<file path="src/rtl/muldiv_sequencer.sv">
// muldiv_sequencer: iterative multiply/divide sequencer that owns HI/LO and requests pipeline stalls.
// Optional MULDIV_FAST_MUL_EN replaces the 32-step multiply with a single-cycle multiply.
module muldiv_sequencer #(
    parameter int XLEN  = 32,
    parameter int CNT_W = 5
) (
    input  logic            clk,
    input  logic            rst_n,
    input  logic            start,
    input  logic [2:0]      op,
    input  logic [XLEN-1:0] a,
    input  logic [XLEN-1:0] b,
    input  logic            flush,
    input  logic            rd_req,
    output logic [XLEN-1:0] hi,
    output logic [XLEN-1:0] lo,
    output logic            busy,
    output logic            stall_req
);
    localparam logic [2:0] OP_NONE  = 3'd0;
    localparam logic [2:0] OP_MULT  = 3'd1;
    localparam logic [2:0] OP_MULTU = 3'd2;
    localparam logic [2:0] OP_DIV   = 3'd3;
    localparam logic [2:0] OP_DIVU  = 3'd4;
    localparam logic [2:0] OP_MTHI  = 3'd5;
    localparam logic [2:0] OP_MTLO  = 3'd6;
    localparam logic [2:0] OP_RSVD  = 3'd7;

    typedef enum logic [1:0] {S_IDLE, S_MUL, S_DIV, S_FIX} state_t;

    state_t            r_state, w_next;
    logic [CNT_W-1:0]  r_cnt;
    logic [XLEN-1:0]   r_hi, r_lo, r_acc, r_low, r_opd;
    logic              r_neg_q, r_neg_r, r_is_div;
    logic              w_signed, w_is_mul, w_is_div, w_last;
    logic [XLEN-1:0]   w_a_mag, w_b_mag;
    logic [XLEN:0]     w_sum;
    logic [XLEN+1:0]   w_trial;
    logic [2*XLEN-1:0] w_prod, w_fix;

    assign w_is_mul = op == OP_MULT || op == OP_MULTU;
    assign w_is_div = op == OP_DIV || op == OP_DIVU;
    assign w_signed = op == OP_MULT || op == OP_DIV;
    assign w_a_mag  = (w_signed && a[XLEN-1]) ? -a : a;
    assign w_b_mag  = (w_signed && b[XLEN-1]) ? -b : b;
    assign w_last   = r_cnt == CNT_W'(XLEN - 1);
    // r_acc:r_low is the running product (mul) or remainder:dividend/quotient (div)
    assign w_sum    = {1'b0, r_acc} + (r_low[0] ? {1'b0, r_opd} : '0);
    assign w_trial  = {1'b0, r_acc, r_low[XLEN-1]} - {2'b0, r_opd};
`ifdef MULDIV_FAST_MUL_EN
    assign w_prod   = {{XLEN{1'b0}}, r_low} * {{XLEN{1'b0}}, r_opd};
`else
    assign w_prod   = {r_acc, r_low};
`endif
    assign w_fix    = r_neg_q ? -w_prod : w_prod;
    assign hi       = r_hi;
    assign lo       = r_lo;

    always_ff @(posedge clk or negedge rst_n) begin
        if (!rst_n)
            r_state <= S_IDLE;
        else
            r_state <= w_next;
    end

    always_comb begin
        w_next = r_state;
        case (r_state)
            S_IDLE:  w_next = !start ? S_IDLE : w_is_mul ? S_MUL : w_is_div ? S_DIV : S_IDLE;
`ifdef MULDIV_FAST_MUL_EN
            S_MUL:   w_next = S_IDLE;
`else
            S_MUL:   w_next = w_last ? S_FIX : S_MUL;
`endif
            S_DIV:   w_next = w_last ? S_FIX : S_DIV;
            default: w_next = S_IDLE;
        endcase
        if (flush)
            w_next = S_IDLE;
    end

    always_comb begin
        busy      = r_state != S_IDLE;
        stall_req = busy && (rd_req || (start && op != OP_NONE && op != OP_RSVD));
    end

    always_ff @(posedge clk or negedge rst_n) begin
        if (!rst_n) begin
            r_hi     <= '0;
            r_lo     <= '0;
            r_acc    <= '0;
            r_low    <= '0;
            r_opd    <= '0;
            r_cnt    <= '0;
            r_neg_q  <= 1'b0;
            r_neg_r  <= 1'b0;
            r_is_div <= 1'b0;
        end else if (flush) begin
            r_cnt <= '0;
        end else begin
            case (r_state)
                S_IDLE: begin
                    if (start && op == OP_MTHI)
                        r_hi <= a;
                    if (start && op == OP_MTLO)
                        r_lo <= a;
                    if (start && (w_is_mul || w_is_div)) begin
                        r_acc    <= '0;
                        r_low    <= w_a_mag;
                        r_opd    <= w_b_mag;
                        r_cnt    <= '0;
                        // a zero divisor keeps the all-ones quotient unsigned
                        r_neg_q  <= w_signed && (a[XLEN-1] ^ b[XLEN-1]) && (|b);
                        r_neg_r  <= w_signed && a[XLEN-1];
                        r_is_div <= w_is_div;
                    end
                end
                S_MUL: begin
`ifdef MULDIV_FAST_MUL_EN
                    {r_hi, r_lo} <= w_fix;
`else
                    r_acc <= w_sum[XLEN:1];
                    r_low <= {w_sum[0], r_low[XLEN-1:1]};
                    r_cnt <= r_cnt + 1'b1;
`endif
                end
                S_DIV: begin
                    r_acc <= w_trial[XLEN+1] ? {r_acc[XLEN-2:0], r_low[XLEN-1]} : w_trial[XLEN-1:0];
                    r_low <= {r_low[XLEN-2:0], ~w_trial[XLEN+1]};
                    r_cnt <= r_cnt + 1'b1;
                end
                default: begin
                    r_hi <= r_is_div ? (r_neg_r ? -r_acc : r_acc) : w_fix[2*XLEN-1:XLEN];
                    r_lo <= r_is_div ? (r_neg_q ? -r_low : r_low) : w_fix[XLEN-1:0];
                end
            endcase
        end
    end
endmodule
</file>
<file path="config.mk">
export PLATFORM = sky130hd
export DESIGN_NAME = muldiv_sequencer
export DESIGN_NICKNAME = d
export VERILOG_FILES = /design/src/rtl/muldiv_sequencer.sv
export SDC_FILE = /design/constraint.sdc
export NUM_CORES = 1
export LEC_CHECK = 0
export CAP_MARGIN = 10
export CORE_MARGIN = 5
export CORE_UTILIZATION = 55
export CTS_BUF_LIST = sky130_fd_sc_hd__clkbuf_8
export DETAILED_ROUTE_END_ITERATION = 10
export PLACE_DENSITY = 0.77
export SYNTH_ARGS = -nofsm -noshare
export SYNTH_HDL_FRONTEND = slang
export SYNTH_SLANG_ARGS = --single-unit
</file>
<file path="constraint.sdc">
create_clock -name clk -period 4.5 [get_ports clk]
set_input_delay 0.9 -clock clk [delete_from_list [all_inputs] [get_ports clk]]
set_output_delay 0.9 -clock clk [all_outputs]
set_load 0.02 [all_outputs]
</file>
[Yosys cells after proc, flatten, opt, wreduce, memory -nomap -nowiden]
Index checks and enable logic that the tools add are counted.
Cells by class
  $add $sub $neg: 8
  equal/unequal tests: 14
  muxes and demuxes: 27
  bitwise logic cells: 4
  reductions and logical operators: 27
Operators with widths (number)
  $mux 32: 12
  $pmux 32 s3: 2
  $neg 32->32: 4
  $pmux 32 s2: 2
  $mux 64: 1
  $neg 64->64: 1
  $sub 33x32->34: 1
  $add 32x32->33: 1
  $reduce_or 32->1: 1
  $reduce_and 3->1: 4
  $logic_and 1x1->1: 10
  $mux 2: 5
  $mux 5: 2
  $pmux 5 s2: 1
  $eq 3x3->1 const B: 3
  $reduce_bool 3->1: 3
  $eq 3x2->1 const B: 2
  $ne 2x2->1 const B: 3
  $ne 3x3->1 const B: 2
  $pmux 2 s3: 1
  $add 5x1->5 const B: 1
  $eq 5x5->1 const B: 1
  $logic_or 1x1->1: 5
  $eq 3x1->1 const B: 1
  other kinds (9): 11
Storage, ports and cells
  register bits after elaboration: 170
  bits of input ports: 72
  output and inout bits: 66
  logic and storage cells: 90

[Longest topological paths before layout]
Gate-level depths: netlist of run 1.
  word-level depth: 7
  mapped depth: 14
  mapped depth without buffers: 13

[Worst setup path after synthesis of run 1]
Ideal clock, no wire load.
  kind: register to register
  start point: register r_acc[19]
  end point: register r_acc[28]
  setup time: 0.142 ns
  arrival: 3.098 ns
  setup slack: 1.260 ns
  cell stages (with the launch flop): 13
  path buffers: 2
  clock period less this slack: 3.240 ns
  path through: dfrtp_1 -> ha_1 -> clkbuf_1 -> a21o_1 -> a31o_2 -> nand3_1 -> nand3b_1 -> a221o_1 -> a221oi_1 -> a22oi_1 -> clkbuf_1 -> mux2i_1 -> o221ai_1
On the way
  cells in the longest elaborated chain, start to end: 3
  elaborated cells on any way between the ends: 4
  classes of those cells: add/sub: 2; mux: 2
Ends and longest elaborated chain
  start, declared: line 33  | logic [XLEN-1:0] r_hi, r_lo, r_acc, r_low, r_opd;
  start signal, assigned: line 122  | r_acc <= w_sum[XLEN:1];
  start signal, assigned: line 128  | r_acc <= w_trial[XLEN+1] ? {r_acc[XLEN-2:0], r_low[XLEN-1]} : w_trial[XLEN-1:0];
  $sub 33x32->34: line 49  | assign w_trial = {1'b0, r_acc, r_low[XLEN-1]} - {2'b0, r_opd};
  $mux 32: line 128
  $pmux 32 s3 *: line 101  | case (r_state)
Every way passes the cells marked *; elsewhere a longest branch is shown, timed or not.
A chain may end at the register's enable or synchronous reset.

[Worst setup path after layout of run 1]
  start point: register r_acc[0]
  end point: register r_acc[1]
Same word-level chain as after synthesis.

==> results list, run 1 <==
- Number of sinks on the clock net: 170
* CTS H-Tree Depth: 4
* Fin crit period: 3.92 ns
* Sequential-to-total area share from yosys stat: 29.1%
- Yosys mapped the design onto 72 distinct sky130hd cell types.
- Max transition margin: 27.1%
- During synthesis, Yosys emitted a total of 0 warnings.
- In the final layout, the share of cells above drive strength 1 is 5.56%.
- Post-CTS Resized: 0
* Via-per-instance ratio: 6.46
* Cell area after synthesis: 14600 µm²
* Crit-path max FO: 15
* Routed wire per std cell: 21.1 µm
* Height of the die: 173 µm
* Highest achievable clock rate: 255 MHz
- Number of enable flip-flop cells after synthesis: 0
- The number of nets in the synthesized netlist is 2041.
- I/O pin total: 138
- In the routed design, unresolved DRC markers number 0.
- Critical path start-end classification: flop to flop
- Share of synthesized flip-flops with an asynchronous set or reset: 100%
* Crit-path leading delay family: compound AO/OA/AOI/OAI gates
- Power density over cell area: 414 nW/µm²
- At the end of routability-driven placement, the weighted congestion stood at 0.985.
* Post-Place Cell Area: 16300 µm²
- Detailed placement finished with a half-perimeter wire length of 37300 µm.
- The first global-routing pass estimated 77300 µm of wire.
* Worst-path cell with the longest stage delay: sky130_fd_sc_hd__a221oi_1
- Area overhead of the layout relative to synthesis: 13.7%
- Clock skew on the completed layout was measured at 0.0290 ns.
- GRT Overall Usage: 31.5%
- The startpoint identified for the worst register-to-register timing path is r_acc[0].
- Unrepaired setup endpoints after global routing: false
- Among the stages of the critical path, the cell type that occurs most often is sky130_fd_sc_hd__o2111ai_1.
* Critical path capture point type: flop
- Crit path arrival time: 4.32 ns
* Final wirelength: 48800 µm
- Number of register bits inferred by synthesis: 170
* Chip width: 173 µm
- Average footprint of a synthesized cell: 7.73 µm²
* Number of nets in the layout: 2114
- Worst-Margin Slew: 1.09 ns
- Root buffer cell: sky130_fd_sc_hd__clkbuf_8
- Type of origin of the critical path: flop
* Post-layout instance area: 16600 µm²
- The detail route stage leaves a number of antenna-violating nets equal to 0.
* Worst Setup SP: r_acc[0]
- The signal on the critical path passes through ha_1 > nor2b_1 > o2111ai_1 > a21oi_1 > o2111ai_1 > nand2_1 > a221oi_1 > a22oi_2 > buf_4 > mux2_2 > o21ai_0.
- Std-Cell Rows: 59
- Setup TNS Final: 0 ns
- The routed layout has 14900 vias.
* Combined buffer and inverter count along the critical path: 1
* Total setup buffers inserted after CTS: 0
- Final Setup Violations: 0
* Worst vdd rail ir drop: 0.000167 V
- Run status: completed
* Final total power: 6.88 mW
- Most used flip-flop cell after synthesis: sky130_fd_sc_hd__dfrtp_1
- Worst hold-check path type: input port to asynchronous set/reset pin
- CP max stage delay: 0.62 ns
* Number of global-route vias before repair: 13800
- Data on the critical path is required at its endpoint by 4.90 ns.
* TritonRoute pass-1 iters: 6
* Total Die Area: 30000 µm²
- The later pin in the worst-skew pair is clocked with a latency of 0.49 ns.
- 0 antenna diodes ended up in the layout.
- Count of mapped cells out of synthesis: 1893
- Counting the fill cells in the layout gives 2352.
* Number of buffer cells added on primary ports: 137
- Hold violation total from the final report: 0
- Max-Cap Viols: 0
- Clock buffers created by TritonCTS: 17
- Global routing finished with a remaining overflow of 0.
- Pins over their slew limit: 0
- Static leakage: 7.12 nW
- The core region is 26100 µm².
- Initial antenna violation count: 0
- Entering global routing, the biggest net connects 82 pins.
* Initial standard-cell utilization of the core: 56.0%
* # hold bufs at CTS: 0
* CTS max path bufs: 2
- The final critical path takes up 87.1% of the cycle.
- Iteration-0 DRC count of the detailed router: 1924
- CTS tree: built
- Clock-pin slew was measured on the worst setup and hold paths at 0.11 ns.
power breakdown:
part           total (mW)  switching [mW]  internal, mW
Combinational        3.35            1.94          1.40
Sequential           2.43           0.470          1.96
Clock                1.10           0.633         0.470
Total                6.88            3.05          3.83
registers in the layout (all words and copies together), names as in the netlist:
register	cells
hi	32
lo	32
r_acc	32
r_cnt	5
r_is_div	1
r_low	32
r_neg_q	1
r_neg_r	1
r_opd	32
r_state	2
layout by cell type, fill, tap and decap left out, types with 19 or more instances in the layout:
cell and count:
sky130_fd_sc_hd__clkbuf_8 19, sky130_fd_sc_hd__mux2i_1 32, sky130_fd_sc_hd__xnor2_1 89, sky130_fd_sc_hd__ha_1 73, sky130_fd_sc_hd__a31oi_1 26, sky130_fd_sc_hd__nand2_1 240, sky130_fd_sc_hd__a21oi_1 141, sky130_fd_sc_hd__nand3_1 37
sky130_fd_sc_hd__a22oi_1 40, sky130_fd_sc_hd__clkdlybuf4s50_1 136, sky130_fd_sc_hd__nor3_1 32, sky130_fd_sc_hd__or3_1 24, sky130_fd_sc_hd__buf_4 34, sky130_fd_sc_hd__inv_1 64, sky130_fd_sc_hd__o21ai_0 227, sky130_fd_sc_hd__xor2_1 73
sky130_fd_sc_hd__dfrtp_1 170, sky130_fd_sc_hd__nor2_1 164, sky130_fd_sc_hd__nand2b_1 22, sky130_fd_sc_hd__o31ai_1 32, sky130_fd_sc_hd__a21o_1 30
routing by layer:
layer	global-route usage, %	up-vias	routed length (µm)
met3	5.35	94	4660
met4	9.44	0	1290
met1	45.9	7137	21500
li1	-	6940	-
met2	48.3	766	21400
met5	0	-	0
Yosys cell counts, types with 3 or more instances:
master	n	area [µm²]
sky130_fd_sc_hd__o21ai_0	228	1140
sky130_fd_sc_hd__a21o_1	30	225
sky130_fd_sc_hd__o2111ai_1	5	43.8
sky130_fd_sc_hd__ha_1	74	926
sky130_fd_sc_hd__nand3b_1	6	45.0
sky130_fd_sc_hd__a31oi_1	26	163
sky130_fd_sc_hd__and2_1	11	68.8
sky130_fd_sc_hd__a221oi_1	7	61.3
sky130_fd_sc_hd__a22o_1	7	61.3
sky130_fd_sc_hd__a31o_2	3	26.3
sky130_fd_sc_hd__o41ai_1	15	131
sky130_fd_sc_hd__buf_1	12	45.0
sky130_fd_sc_hd__o21a_1	13	97.6
sky130_fd_sc_hd__o211ai_1	7	52.6
sky130_fd_sc_hd__a32oi_1	4	35.0
sky130_fd_sc_hd__clkbuf_1	102	383
sky130_fd_sc_hd__nand4b_1	5	43.8
sky130_fd_sc_hd__or3_1	25	156
sky130_fd_sc_hd__o221ai_1	4	35.0
sky130_fd_sc_hd__nor3_1	32	160
sky130_fd_sc_hd__a21boi_0	4	30.0
sky130_fd_sc_hd__inv_1	63	236
sky130_fd_sc_hd__a221o_1	4	40.0
sky130_fd_sc_hd__nor2b_1	13	81.3
sky130_fd_sc_hd__or2_2	9	56.3
sky130_fd_sc_hd__nor4_1	18	113
sky130_fd_sc_hd__mux2i_1	32	320
sky130_fd_sc_hd__a21oi_1	141	706
sky130_fd_sc_hd__o21bai_1	9	67.6
sky130_fd_sc_hd__dfrtp_1	170	4250
sky130_fd_sc_hd__or4_1	16	120
sky130_fd_sc_hd__nand2b_1	22	138
sky130_fd_sc_hd__xnor2_1	89	780
sky130_fd_sc_hd__and3_1	15	93.8
sky130_fd_sc_hd__mux2_2	18	203
sky130_fd_sc_hd__o31ai_1	32	240
sky130_fd_sc_hd__nor2_1	164	616
sky130_fd_sc_hd__nand3_1	37	185
sky130_fd_sc_hd__nand2_1	240	901
sky130_fd_sc_hd__o22ai_1	9	56.3
sky130_fd_sc_hd__xor2_1	73	639
sky130_fd_sc_hd__a211oi_1	9	67.6
sky130_fd_sc_hd__nor3b_1	5	37.5
sky130_fd_sc_hd__nand4_1	7	43.8
sky130_fd_sc_hd__a22oi_1	41	308
worst paths after layout:
check	slack, ns	cells after the start	end
max	0.58	11	r_acc[1]
min	0.46	1	lo[5]
max reg2reg	0.58	11	r_acc[1]
min reg2reg	0.49	2	r_opd[3]
max in group asynchronous	2.94	2	r_acc[13]
min in group clk	0.49	2	r_opd[3]
metrics by stage:
| stage | std cells | utilization, % | hold slack [ns] | worst slack, ns |
|---|---|---|---|---|
| global route | 2313 | 63.7 | 0.506 | 0.384 |
| CTS | 2313 | 63.7 | 0.484 | 0.689 |
| finish | 2313 | 63.7 | 0.460 | 0.582 |
| detailed placement | 2282 | 62.2 | 0.470 | 0.301 |
| floorplan | 1893 | - | 0.449 | 1.26 |
| global placement | 2282 | 62.2 | 0.461 | 0.359 |
cells by family (layout without fill, tap and decap cells):
logic type	Yosys count	after routing	synth area share (%)
XOR/XNOR	162	162	9.70
AND/OR/NAND/NOR	634	634	20.3
flip-flops	170	170	29.1
buffers and inverters	181	266	4.74
multiplexers	50	50	3.58
adder cells (fa/ha/maj)	76	76	6.60
AO/OA/AOI/OAI	620	620	26.0
area by class of cell:
cell class | instances | area, µm² | share of cell area, %
timing repair buffer | 172 | 1650 | 9.90
tap | 335 | 419 | 2.52
clock buffer | 19 | 262 | 1.57
clock inverter | 12 | 118 | 0.707
inverter | 63 | 236 | 1.42
multi-input combinational | 1542 | 9700 | 58.3
sequential | 170 | 4250 | 25.6
Note: power is estimated with default switching activity, not from simulation.
==> run 2: changes to the inputs <==
--- a/config.mk
+++ b/config.mk
@@ -5,6 +5,7 @@
 export SDC_FILE = /design/constraint.sdc
 export NUM_CORES = 1
 export LEC_CHECK = 0
+export ABC_AREA = 0
 export CAP_MARGIN = 10
 export CORE_MARGIN = 5
 export CORE_UTILIZATION = 55
==> results of run 2 <==
Same layout as run 1: the final DEF is identical, and so are final timing and power.
